<file path="src/rtl/uart_pkg.sv">
// Shared types and register map for the Wishbone UART receiver.
package uart_pkg;

    typedef enum logic [1:0] {
        IDLE  = 2'd0,
        START = 2'd1,
        DATA  = 2'd2,
        STOP  = 2'd3
    } rx_state_t;

    localparam logic [1:0] REG_RXDATA = 2'd0;
    localparam logic [1:0] REG_STATUS = 2'd1;
    localparam logic [1:0] REG_CTRL   = 2'd2;

    localparam int ST_NOT_EMPTY = 0;
    localparam int ST_FULL      = 1;
    localparam int ST_OVERRUN   = 2;
    localparam int ST_FRAME_ERR = 3;
    localparam int ST_COUNT_LSB = 8;

    // The fill field is 8 bits wide; a 256-deep FIFO saturates it at 255.
    function automatic logic [7:0] fill_field(input logic [8:0] count);
        return count[8] ? 8'hFF : count[7:0];
    endfunction

endpackage

</file>
<file path="src/rtl/sync_fifo.sv">
// Single-clock FIFO with first-word fall-through output; caller gates push/pop.
module sync_fifo #(
    parameter int WIDTH = 8,
    parameter int DEPTH = 16
) (
    input  logic                       clk,
    input  logic                       rst,
    input  logic                       push,
    input  logic [WIDTH-1:0]           din,
    input  logic                       pop,
    output logic [WIDTH-1:0]           dout,
    output logic                       full,
    output logic                       empty,
    output logic [$clog2(DEPTH):0]     count
);
    localparam int AW = $clog2(DEPTH);

    logic [WIDTH-1:0] mem [DEPTH];
    logic [AW-1:0]    wr_ptr;
    logic [AW-1:0]    rd_ptr;

    always_ff @(posedge clk) begin
        if (push) begin
            mem[wr_ptr] <= din;
        end
    end

    // Pointers wrap naturally because DEPTH is a power of two.
    always_ff @(posedge clk or posedge rst) begin
        if (rst) begin
            wr_ptr <= '0;
            rd_ptr <= '0;
            count  <= '0;
        end else begin
            if (push) begin
                wr_ptr <= wr_ptr + AW'(1);
            end
            if (pop) begin
                rd_ptr <= rd_ptr + AW'(1);
            end
            case ({push, pop})
                2'b10:   count <= count + (AW+1)'(1);
                2'b01:   count <= count - (AW+1)'(1);
                default: count <= count;
            endcase
        end
    end

    assign dout  = mem[rd_ptr];
    assign full  = (count == (AW+1)'(DEPTH));
    assign empty = (count == '0);

endmodule

</file>
<file path="src/rtl/uart_rx_wb.sv">
// Wishbone B4 classic UART receiver: 8N1 deserializer, receive FIFO, status/control registers, level irq.
module uart_rx_wb
    import uart_pkg::*;
#(
    parameter int CLKS_PER_BIT = 217,
    parameter int FIFO_DEPTH   = 16
) (
    input  logic        clk,
    input  logic        rst,
    input  logic        cyc,
    input  logic        stb,
    input  logic        we,
    input  logic [31:0] adr,
    input  logic [31:0] dat_i,
    output logic [31:0] dat_o,
    output logic        ack,
    input  logic        rx,
    output logic        irq
);
    localparam int CW = $clog2(FIFO_DEPTH) + 1;
    localparam int TW = $clog2(CLKS_PER_BIT);
    localparam logic [TW-1:0] BIT_LAST  = TW'(CLKS_PER_BIT - 1);
    localparam logic [TW-1:0] HALF_LAST = TW'(CLKS_PER_BIT / 2 - 1);

    logic          rx_meta, rx_s, rx_prev, fall;
    logic [1:0]    warm;
    rx_state_t     state, state_n;
    logic [TW-1:0] timer, timer_n;
    logic [2:0]    idx, idx_n;
    logic [7:0]    shift, shift_n;
    logic          stop_ok, stop_bad;

    logic          fifo_full, fifo_empty, push, pop;
    logic [7:0]    fifo_dout;
    logic [CW-1:0] fifo_count;

    logic          req, rd, wr, ovr_set, ovr_clr, ferr_clr;
    logic [1:0]    sel;
    logic [31:0]   rd_data;
    logic          overrun, frame_err, irq_en;
    logic          unused_bits;

    // rx_prev only holds a genuinely sampled level, so a line already low at reset release is not a start.
    always_ff @(posedge clk or posedge rst) begin
        if (rst) begin
            rx_meta <= 1'b1;
            rx_s    <= 1'b1;
            warm    <= 2'b00;
            rx_prev <= 1'b0;
        end else begin
            rx_meta <= rx;
            rx_s    <= rx_meta;
            warm    <= {warm[0], 1'b1};
            rx_prev <= rx_s & warm[1];
        end
    end

    assign fall = rx_prev & ~rx_s;

    always_ff @(posedge clk or posedge rst) begin
        if (rst) begin
            state <= IDLE;
            timer <= '0;
            idx   <= 3'd0;
            shift <= 8'd0;
        end else begin
            state <= state_n;
            timer <= timer_n;
            idx   <= idx_n;
            shift <= shift_n;
        end
    end

    always_comb begin
        state_n  = state;
        timer_n  = timer;
        idx_n    = idx;
        shift_n  = shift;
        stop_ok  = 1'b0;
        stop_bad = 1'b0;
        case (state)
            IDLE: begin
                if (fall) begin
                    state_n = START;
                    timer_n = '0;
                end else begin
                    state_n = IDLE;
                end
            end
            START: begin
                if (timer == HALF_LAST) begin
                    timer_n = '0;
                    idx_n   = 3'd0;
                    state_n = rx_s ? IDLE : DATA;
                end else begin
                    timer_n = timer + TW'(1);
                end
            end
            DATA: begin
                if (timer == BIT_LAST) begin
                    timer_n        = '0;
                    shift_n[idx]   = rx_s;
                    idx_n          = idx + 3'd1;
                    state_n        = (idx == 3'd7) ? STOP : DATA;
                end else begin
                    timer_n = timer + TW'(1);
                end
            end
            STOP: begin
                if (timer == BIT_LAST) begin
                    timer_n  = '0;
                    state_n  = IDLE;
                    stop_ok  = rx_s;
                    stop_bad = ~rx_s;
                end else begin
                    timer_n = timer + TW'(1);
                end
            end
            default: begin
                state_n = IDLE;
                timer_n = '0;
            end
        endcase
    end

    assign req  = cyc & stb & ~ack;
    assign rd   = req & ~we;
    assign wr   = req & we;
    assign sel  = adr[3:2];

    // A pop frees a slot in the same cycle, so a stop bit landing on a full FIFO then is not an overrun.
    assign pop      = rd & (sel == REG_RXDATA) & ~fifo_empty;
    assign push     = stop_ok & (~fifo_full | pop);
    assign ovr_set  = stop_ok & fifo_full & ~pop;
    assign ovr_clr  = wr & (sel == REG_STATUS) & dat_i[ST_OVERRUN];
    assign ferr_clr = wr & (sel == REG_STATUS) & dat_i[ST_FRAME_ERR];

    sync_fifo #(.WIDTH(8), .DEPTH(FIFO_DEPTH)) fifo (
        .clk   (clk),
        .rst   (rst),
        .push  (push),
        .din   (shift),
        .pop   (pop),
        .dout  (fifo_dout),
        .full  (fifo_full),
        .empty (fifo_empty),
        .count (fifo_count)
    );

    always_comb begin
        rd_data = 32'd0;
        case (sel)
            REG_RXDATA: begin
                if (fifo_empty) begin
                    rd_data = 32'd0;
                end else begin
                    rd_data = {23'd0, 1'b1, fifo_dout};
                end
            end
            REG_STATUS: begin
                rd_data[ST_NOT_EMPTY]        = ~fifo_empty;
                rd_data[ST_FULL]             = fifo_full;
                rd_data[ST_OVERRUN]          = overrun;
                rd_data[ST_FRAME_ERR]        = frame_err;
                rd_data[ST_COUNT_LSB +: 8]   = fill_field(9'(fifo_count));
            end
            REG_CTRL: rd_data = {31'd0, irq_en};
            default:  rd_data = 32'd0;
        endcase
    end

    // Set events take priority over a same-cycle write-1-to-clear.
    always_ff @(posedge clk or posedge rst) begin
        if (rst) begin
            ack       <= 1'b0;
            dat_o     <= 32'd0;
            overrun   <= 1'b0;
            frame_err <= 1'b0;
            irq_en    <= 1'b0;
            irq       <= 1'b0;
        end else begin
            ack       <= req;
            dat_o     <= rd ? rd_data : 32'd0;
            overrun   <= ovr_set  | (overrun   & ~ovr_clr);
            frame_err <= stop_bad | (frame_err & ~ferr_clr);
            irq_en    <= (wr && sel == REG_CTRL) ? dat_i[0] : irq_en;
            irq       <= irq_en & (~fifo_empty | overrun | frame_err);
        end
    end

    assign unused_bits = ^{adr[31:4], adr[1:0], dat_i[31:4], dat_i[1]};

endmodule

</file>
<file path="config.mk">
export PLATFORM = sky130hd
export DESIGN_NAME = uart_rx_wb
export DESIGN_NICKNAME = d
export VERILOG_FILES = /design/src/rtl/uart_pkg.sv /design/src/rtl/sync_fifo.sv /design/src/rtl/uart_rx_wb.sv
export SDC_FILE = /design/constraint.sdc
export NUM_CORES = 1
export LEC_CHECK = 0
export CAP_MARGIN = 20
export CORE_ASPECT_RATIO = 0.8
export CORE_UTILIZATION = 55
export DETAILED_ROUTE_END_ITERATION = 6
export PLACE_DENSITY_LB_ADDON = 0.2
export SLEW_MARGIN = 20
export SYNTH_ARGS = -nofsm -noshare
export SYNTH_HDL_FRONTEND = slang
export SYNTH_SLANG_ARGS = --single-unit
</file>
<file path="constraint.sdc">
create_clock -name clk -period 4.2 [get_ports clk]
set_clock_uncertainty 0.2 [all_clocks]
set_input_delay 1.05 -clock clk [delete_from_list [all_inputs] [get_ports clk]]
set_output_delay 1.05 -clock clk [all_outputs]
set_load 0.03 [all_outputs]
</file>
* Word level (Yosys, flattened, before mapping)
Memories as Yosys holds them, arrays and structs flattened.
Cells that the tools add are included.
** Cells by class
- Reductions and logical operators :: 11
- Bitwise logic cells :: 30
- Add/sub/neg operators :: 6
- Order comparisons :: 2
- Eq/ne operators :: 15
- Multiplexer cells :: 30
** Operators with widths (number)
- 32-bit 2-to-1 mux :: 1
- 8-bit 2-to-1 mux :: 3
- 8-bit one-hot mux with 3 select lines :: 1
- 1-bit bitwise AND :: 17
- 16-bit 2-to-1 mux :: 1
- 8-bit one-hot mux with 2 select lines :: 1
- 4-bit one-hot mux with 3 select lines :: 1
- 5-bit one-hot mux with 2 select lines :: 1
- 1-bit 2-to-1 mux :: 9
- 9-bit 2-to-1 mux :: 1
- 4-bit by 1-bit adder with 4-bit output, second input constant :: 2
- 8-bit by 1-bit adder with 8-bit output, second input constant :: 1
- 8-bit bitwise mux :: 1
- 2-bit equality test, second input constant :: 4
- 8-bit by 7-bit equality test with 1-bit output, second input constant :: 1
- 8-bit equality test, second input constant :: 1
- 2-bit 2-to-1 mux :: 4
- 2-bit != test, second input constant :: 4
- 1-bit inverter :: 8
- 2-bit one-hot mux with 4 select lines :: 1
- 2-bit by 1-bit equality test with 1-bit output, second input constant :: 3
- 3-bit 2-to-1 mux :: 2
- 3-bit one-hot mux with 2 select lines :: 1
- 3-bit AND reduction :: 2
- other kinds (16) :: 23
** Storage, ports and cells
- Bits in writable memories :: 128
- Bits in registers :: 76
- Logic and storage cells :: 112
- Bits of input ports :: 70
- Output and inout port bits :: 34
- Memories kept :: 1
** Memories
- fifo.mem :: depth 16, width 8, read ports 1, clocked after Yosys merged registers in 0, write ports 1, line sync_fifo.sv:18 : logic [WIDTH-1:0] mem [DEPTH];

* Logic depth before layout (Yosys ltp)
Gate-level depths: netlist of run 1.
- Depth in word-level cells :: 9
- Depth in mapped cells :: 17
- Mapped depth without buffers :: 14

* Cells and area by module
A second synthesis of run 1 with hierarchy kept.
** Second synthesis, totals
- Cell total of the unflattened synthesis :: 498
- Area total of the unflattened synthesis :: 7931.4 um^2
** By module, submodules not included
- sync_fifo :: area an instance 5803.1 um^2, seq. area each 4169.0 um^2, times used 1, cells each 299
- uart_rx_wb :: area an instance 2128.3 um^2, seq. area each 1103.6 um^2, times used 1, cells each 199

* Worst setup path before layout of run 1
Ideal clock, no wire load.
- Kind :: input to register
- From :: input we
- To :: register fifo.count[4]
- Arrival time :: 3.441 ns
- Setup time :: 0.079 ns
- Required time :: 3.921 ns
- Slack :: 0.480 ns
- Path buffers :: 2
- Cell stages on the path :: 14
- Path through :: nand4bb_1 > or2_2 > or3_1 > inv_1 > buf_4 > ha_1 > clkbuf_1 > xor2_1 > ha_1 > nand2_1 > mux2i_1 > a22oi_1 > a21oi_1 > xor2_1
** Between the ends
- Longest elaborated chain between the ends :: 8
- Elaborated cells between the ends (all ways) :: 10
- Classes of those cells :: eq/ne: 2; mux: 1; bitwise: 6; reduce/logical: 1
** Ends and longest elaborated chain
- from (decl) :: line uart_rx_wb.sv:12 : input logic we,
- 1-bit inverter * :: line uart_rx_wb.sv:127 : assign rd = req & ~we;
- 1-bit bitwise AND * :: line uart_rx_wb.sv:127
- 1-bit bitwise AND * (2 in series) :: line uart_rx_wb.sv:132 : assign pop = rd & (sel == REG_RXDATA) & ~fifo_empty;
- net fifo.pop :: line sync_fifo.sv:10 : input logic pop,
- 1-bit bitwise OR :: line uart_rx_wb.sv:133 : assign push = stop_ok & (~fifo_full | pop);
- 1-bit bitwise AND :: line uart_rx_wb.sv:133
- 2-bit by 1-bit equality test with 1-bit output or 2-bit equality test (tied branches) :: line sync_fifo.sv:41 : case ({push, pop})
- 5-bit one-hot mux with 2 select lines or 2-bit nonzero test (tied branches)
- to (signal assigned) :: line sync_fifo.sv:42 : 2'b10: count <= count + (AW+1)'(1);
- to (signal assigned) :: line sync_fifo.sv:43 : 2'b01: count <= count - (AW+1)'(1);
- to (signal assigned) :: line sync_fifo.sv:44 : default: count <= count;
- to (decl) :: line sync_fifo.sv:14 : output logic [$clog2(DEPTH):0] count
Mark *: on every way through the listed nets, which the timed path passes. The rest lies on a longest branch.
A chain may end at the register's enable or synchronous reset.

* Final worst setup path of run 1
- From :: input we
- To :: register fifo.count[4]
** Between the ends
- Longest elaborated chain between the ends :: 8
- Elaborated cells between the ends (all ways) :: 10
- Classes of those cells :: eq/ne: 2; mux: 1; bitwise: 6; reduce/logical: 1
** Ends and longest elaborated chain (line)
- 1-bit inverter * :: uart_rx_wb.sv:127
- 1-bit bitwise AND * :: uart_rx_wb.sv:127
- 1-bit bitwise AND * (2 in series) :: uart_rx_wb.sv:132
- 1-bit bitwise OR :: uart_rx_wb.sv:133
- 1-bit bitwise AND :: uart_rx_wb.sv:133
- 2-bit by 1-bit equality test with 1-bit output or 2-bit equality test (tied branches) :: sync_fifo.sv:41
- 5-bit one-hot mux with 2 select lines or 2-bit nonzero test (tied branches)
Every way passes the cells marked *; elsewhere a longest branch is shown, timed or not.

==> results of run 1 <==
==> per-stage QoR <==
stage | std cells | util | instance area [µm²] | hold slack, ps | setup WS [ps]
final | 734 | 0.6558 | 9042 | 161.4 | 619.4
after global routing | 734 | 0.6558 | 9042 | 168.7 | 483.0
after CTS | 734 | 0.6558 | 9042 | 162.0 | 642.0
after detailed placement | 702 | 0.6088 | 8394 | 148.4 | 248.1
after global placement | 702 | 0.6088 | 8394 | 144.1 | 304.2
after floorplan | 510 | - | 7966 | 131.2 | 480.2
==> power by group through the flow <==
stage	Combinational, mW	Clock [mW]	Sequential [mW]
5_1_grt	0.236	1.83	2.04
2_1_floorplan	0.188	0	2.05
4_1_cts	0.215	1.76	2.04
3_3_place_gp	0.209	0	2.07
3_5_place_dp	0.214	0	2.08
6_report	0.213	1.73	2.04
==> cells by family after synthesis <==
logic type | count (synthesis) | synth area share
and+or+nand+nor | 110 | 0.08031
DFF | 185 | 0.6675
xor gates and xnor gates | 13 | 0.01441
buffers and inverters | 58 | 0.04166
other | 2 | 0.0009508
muxes | 58 | 0.1323
AOI/OAI and AO/OA | 54 | 0.04388
adders and majority gates | 12 | 0.01901
==> cells in the mapped netlist (5+ instances only) <==
library cell  instances
buf_4                22
nor2b_1               6
xnor2_1               6
mux2i_1              11
and2_1               11
nor3b_1               5
nor3_1                5
nand2_1              20
nor4_1               14
a21oi_1              15
mux4_1               12
nand3_1               6
nor2_1               18
edfxtp_1            128
o21ai_0              11
ha_1                 12
clkbuf_1             10
mux4_2               20
dfrtp_1              55
inv_1                15
buf_2                 7
xor2_1                7
mux2_2               15
==> flip-flops by register name (all words and copies together), names as in the netlist, 2 cells and up, named ones only <==
| register | count |
|---|---|
| fifo.mem | 128 |
| dat_o | 13 |
| shift | 8 |
| timer | 8 |
| fifo.count | 5 |
| fifo.rd_ptr | 4 |
| fifo.wr_ptr | 4 |
| idx | 3 |
| warm | 2 |
==> final cells by class <==
class	count	area, µm²	area share
clock buffer	18	429.2	0.04746
clock inverter	14	219.0	0.02421
inverter	15	56.30	0.006227
multi-input combinational	267	2365	0.2615
sequential	185	5273	0.5831
tap	180	225.2	0.02491
timing repair buffer	55	475.5	0.05258
==> per-layer routing <==
metal | track usage | part of all wire | vias to the layer above
met5 | 0 | 0 | -
met4 | 0.07222 | 0.011 | 0
met3 | 0.06137 | 0.061 | 17
met2 | 0.3258 | 0.47 | 124
met1 | 0.3052 | 0.46 | 2170
li1 | - | - | 1952
==> how the worst max path moves through the flow <==
| stage | from | to | slack (ps) | cells after the start |
|---|---|---|---|---|
| floorplan | we | fifo.count[4]$_DFFE_PP0P_ | 480 | 14 |
| global placement | we | fifo.count[4]$_DFFE_PP0P_ | 300 | 13 |
| detailed placement | we | fifo.count[4]$_DFFE_PP0P_ | 250 | 13 |
| CTS | we | fifo.count[4]$_DFFE_PP0P_ | 640 | 13 |
| global route | we | fifo.count[4]$_DFFE_PP0P_ | 480 | 13 |
| finish | we | fifo.count[4]$_DFFE_PP0P_ | 620 | 13 |
==> out/summary.txt, run 1 <==
Crit share post-route: 0.8525
ANT nets after route: 0
Die Span Y: 109.2 µm
P_int: 3.127 mW
Worst hold path depth: 0
Final layout net count: 623
Cell type with the largest total area after synthesis: edfxtp_1
Most used DFF post-synth: edfxtp_1
Worst vdd ir: 0.3197 mV
Switching share of power: 0.2153
Clk pwr share: 0.435
Share of power burned in registers: 0.511
Die X: 136.0 µm
Synth-to-Final Area Change: 14.48%
Hold buffer count at CTS: 0
Post-Syn Area: 7899 µm²
Synth area leaders: edfxtp_1, dfrtp_1, mux4_2, mux4_1, mux2_2
Clock Latency Late Sink: 430 ps
Hold path endpoint: rx_s$_DFF_PP1_
H-tree depth: 4
Worst min-delay path category: reg2reg
Crit path DAT: 3730 ps
Sw Pwr: 0.8582 mW
CORE AREA: 13790 µm²
Final setup vio count: 0
Asr flop ratio synth: 0.3081
FF-to-FF setup slack: 1060 ps
DRT iter0 DRCs: 420
Sequential share of the synthesized area: 0.6675
Vias in the first global route: 4118
Resized cells post-CTS: 0
CP max stage delay: 430 ps
Drt pass-1 iters: 5
Worst r2r dst: fifo.count[4]$_DFFE_PP0P_
Crit path max-delay family: simple AND/OR/NAND/NOR gates
Post-CTS setup buffer count: 0
PortBufs: 25
Ant. Diodes: 0
Post-Route WL: 14.65 mm
Num CTS Buffers: 17
CTS sink cnt: 185
Worst Tran Pin Value: 844.3 ps
Setup TNS: 0 ps
Crit. End Element: flip-flop
Reg-to-reg critical path startpoint: fifo.count[2]$_DFFE_PP0P_
Critical path required time: 4350 ps
Fin. max-slew vios: 0
Worst hold start: rx_meta$_DFF_PP1_
Clk root buf: clkbuf_16
Worst Reg-to-Reg Cells: 12
Average cell area after synthesis: 16.05 µm²
Crit path cell chain: clkdlybuf4s50_1 > nand4bb_1 > or2_2 > or3_1 > inv_1 > ha_1 > xor2_1 > ha_1 > nand2_1 > mux2i_1 > a22oi_1 > a21oi_1 > xor2_1
Initial antenna violation count: 0
Global router's overall resource usage: 0.2161
Ys Warns: 0
CTS tree: done
RSZ-0062 raised after global routing: false
Initial Util: 0.5729
Fraction of layout cells with a size suffix above 1: 0.1859
Final min period: 3581 ps
EDFF count, synth: 128
Total Power: 3.985 mW
Post-synthesis register bit count: 185
Gp weighted congestion: 0.8360
MaxCap Viol Count: 0
Slowest-stage cell, CP: clkdlybuf4s50_1
Max FO, Critical Path: 3
Status: complete, no violations
Die area: 14850 µm²
Worst setup SP type: input port
Worst path bufs/invs: 2
Most common cell after layout, fill and taps aside: edfxtp_1
Leak Pwr: 3.734 nW
Synth top area share: 0.4866
Yosys cell types: 60
Pin count of the biggest net entering global routing: 31
Crit Path Category: in2reg
First-pass GRT wire length: 22.63 mm
Cells after synthesis: 492
GRT overflow: 0
Fill count: 934
Logic pwr share: 0.054
Clock buffer depth: 2
Hold Fails Final Rpt: 0
IO Pins: 104
Most frequent cells in the layout: edfxtp_1, dfrtp_1, buf_4
DRC: 0
Pwr/cell area: 440.7 nW/µm²
DR vias: 4263
Site row count: 38
Clock slew at reported path FFs: 70 ps
Max Clk Rate: 279.3 MHz
Dpl hpwl: 9.741 mm
Avg Vias per Cell: 5.808
Drt wl/cell: 19.96 µm
Slew headroom: 0.4372
Note: power is estimated with default switching activity, not from simulation.
==> run 2: changes to the inputs <==
--- a/config.mk
+++ b/config.mk
@@ -8,6 +8,7 @@
 export CAP_MARGIN = 20
 export CORE_ASPECT_RATIO = 0.8
 export CORE_UTILIZATION = 55
+export CTS_CLUSTER_SIZE = 25
 export DETAILED_ROUTE_END_ITERATION = 6
 export PLACE_DENSITY_LB_ADDON = 0.2
 export SLEW_MARGIN = 20
==> results of run 2 <==
The final DEF is identical to that of run 1; final timing and power are the same.
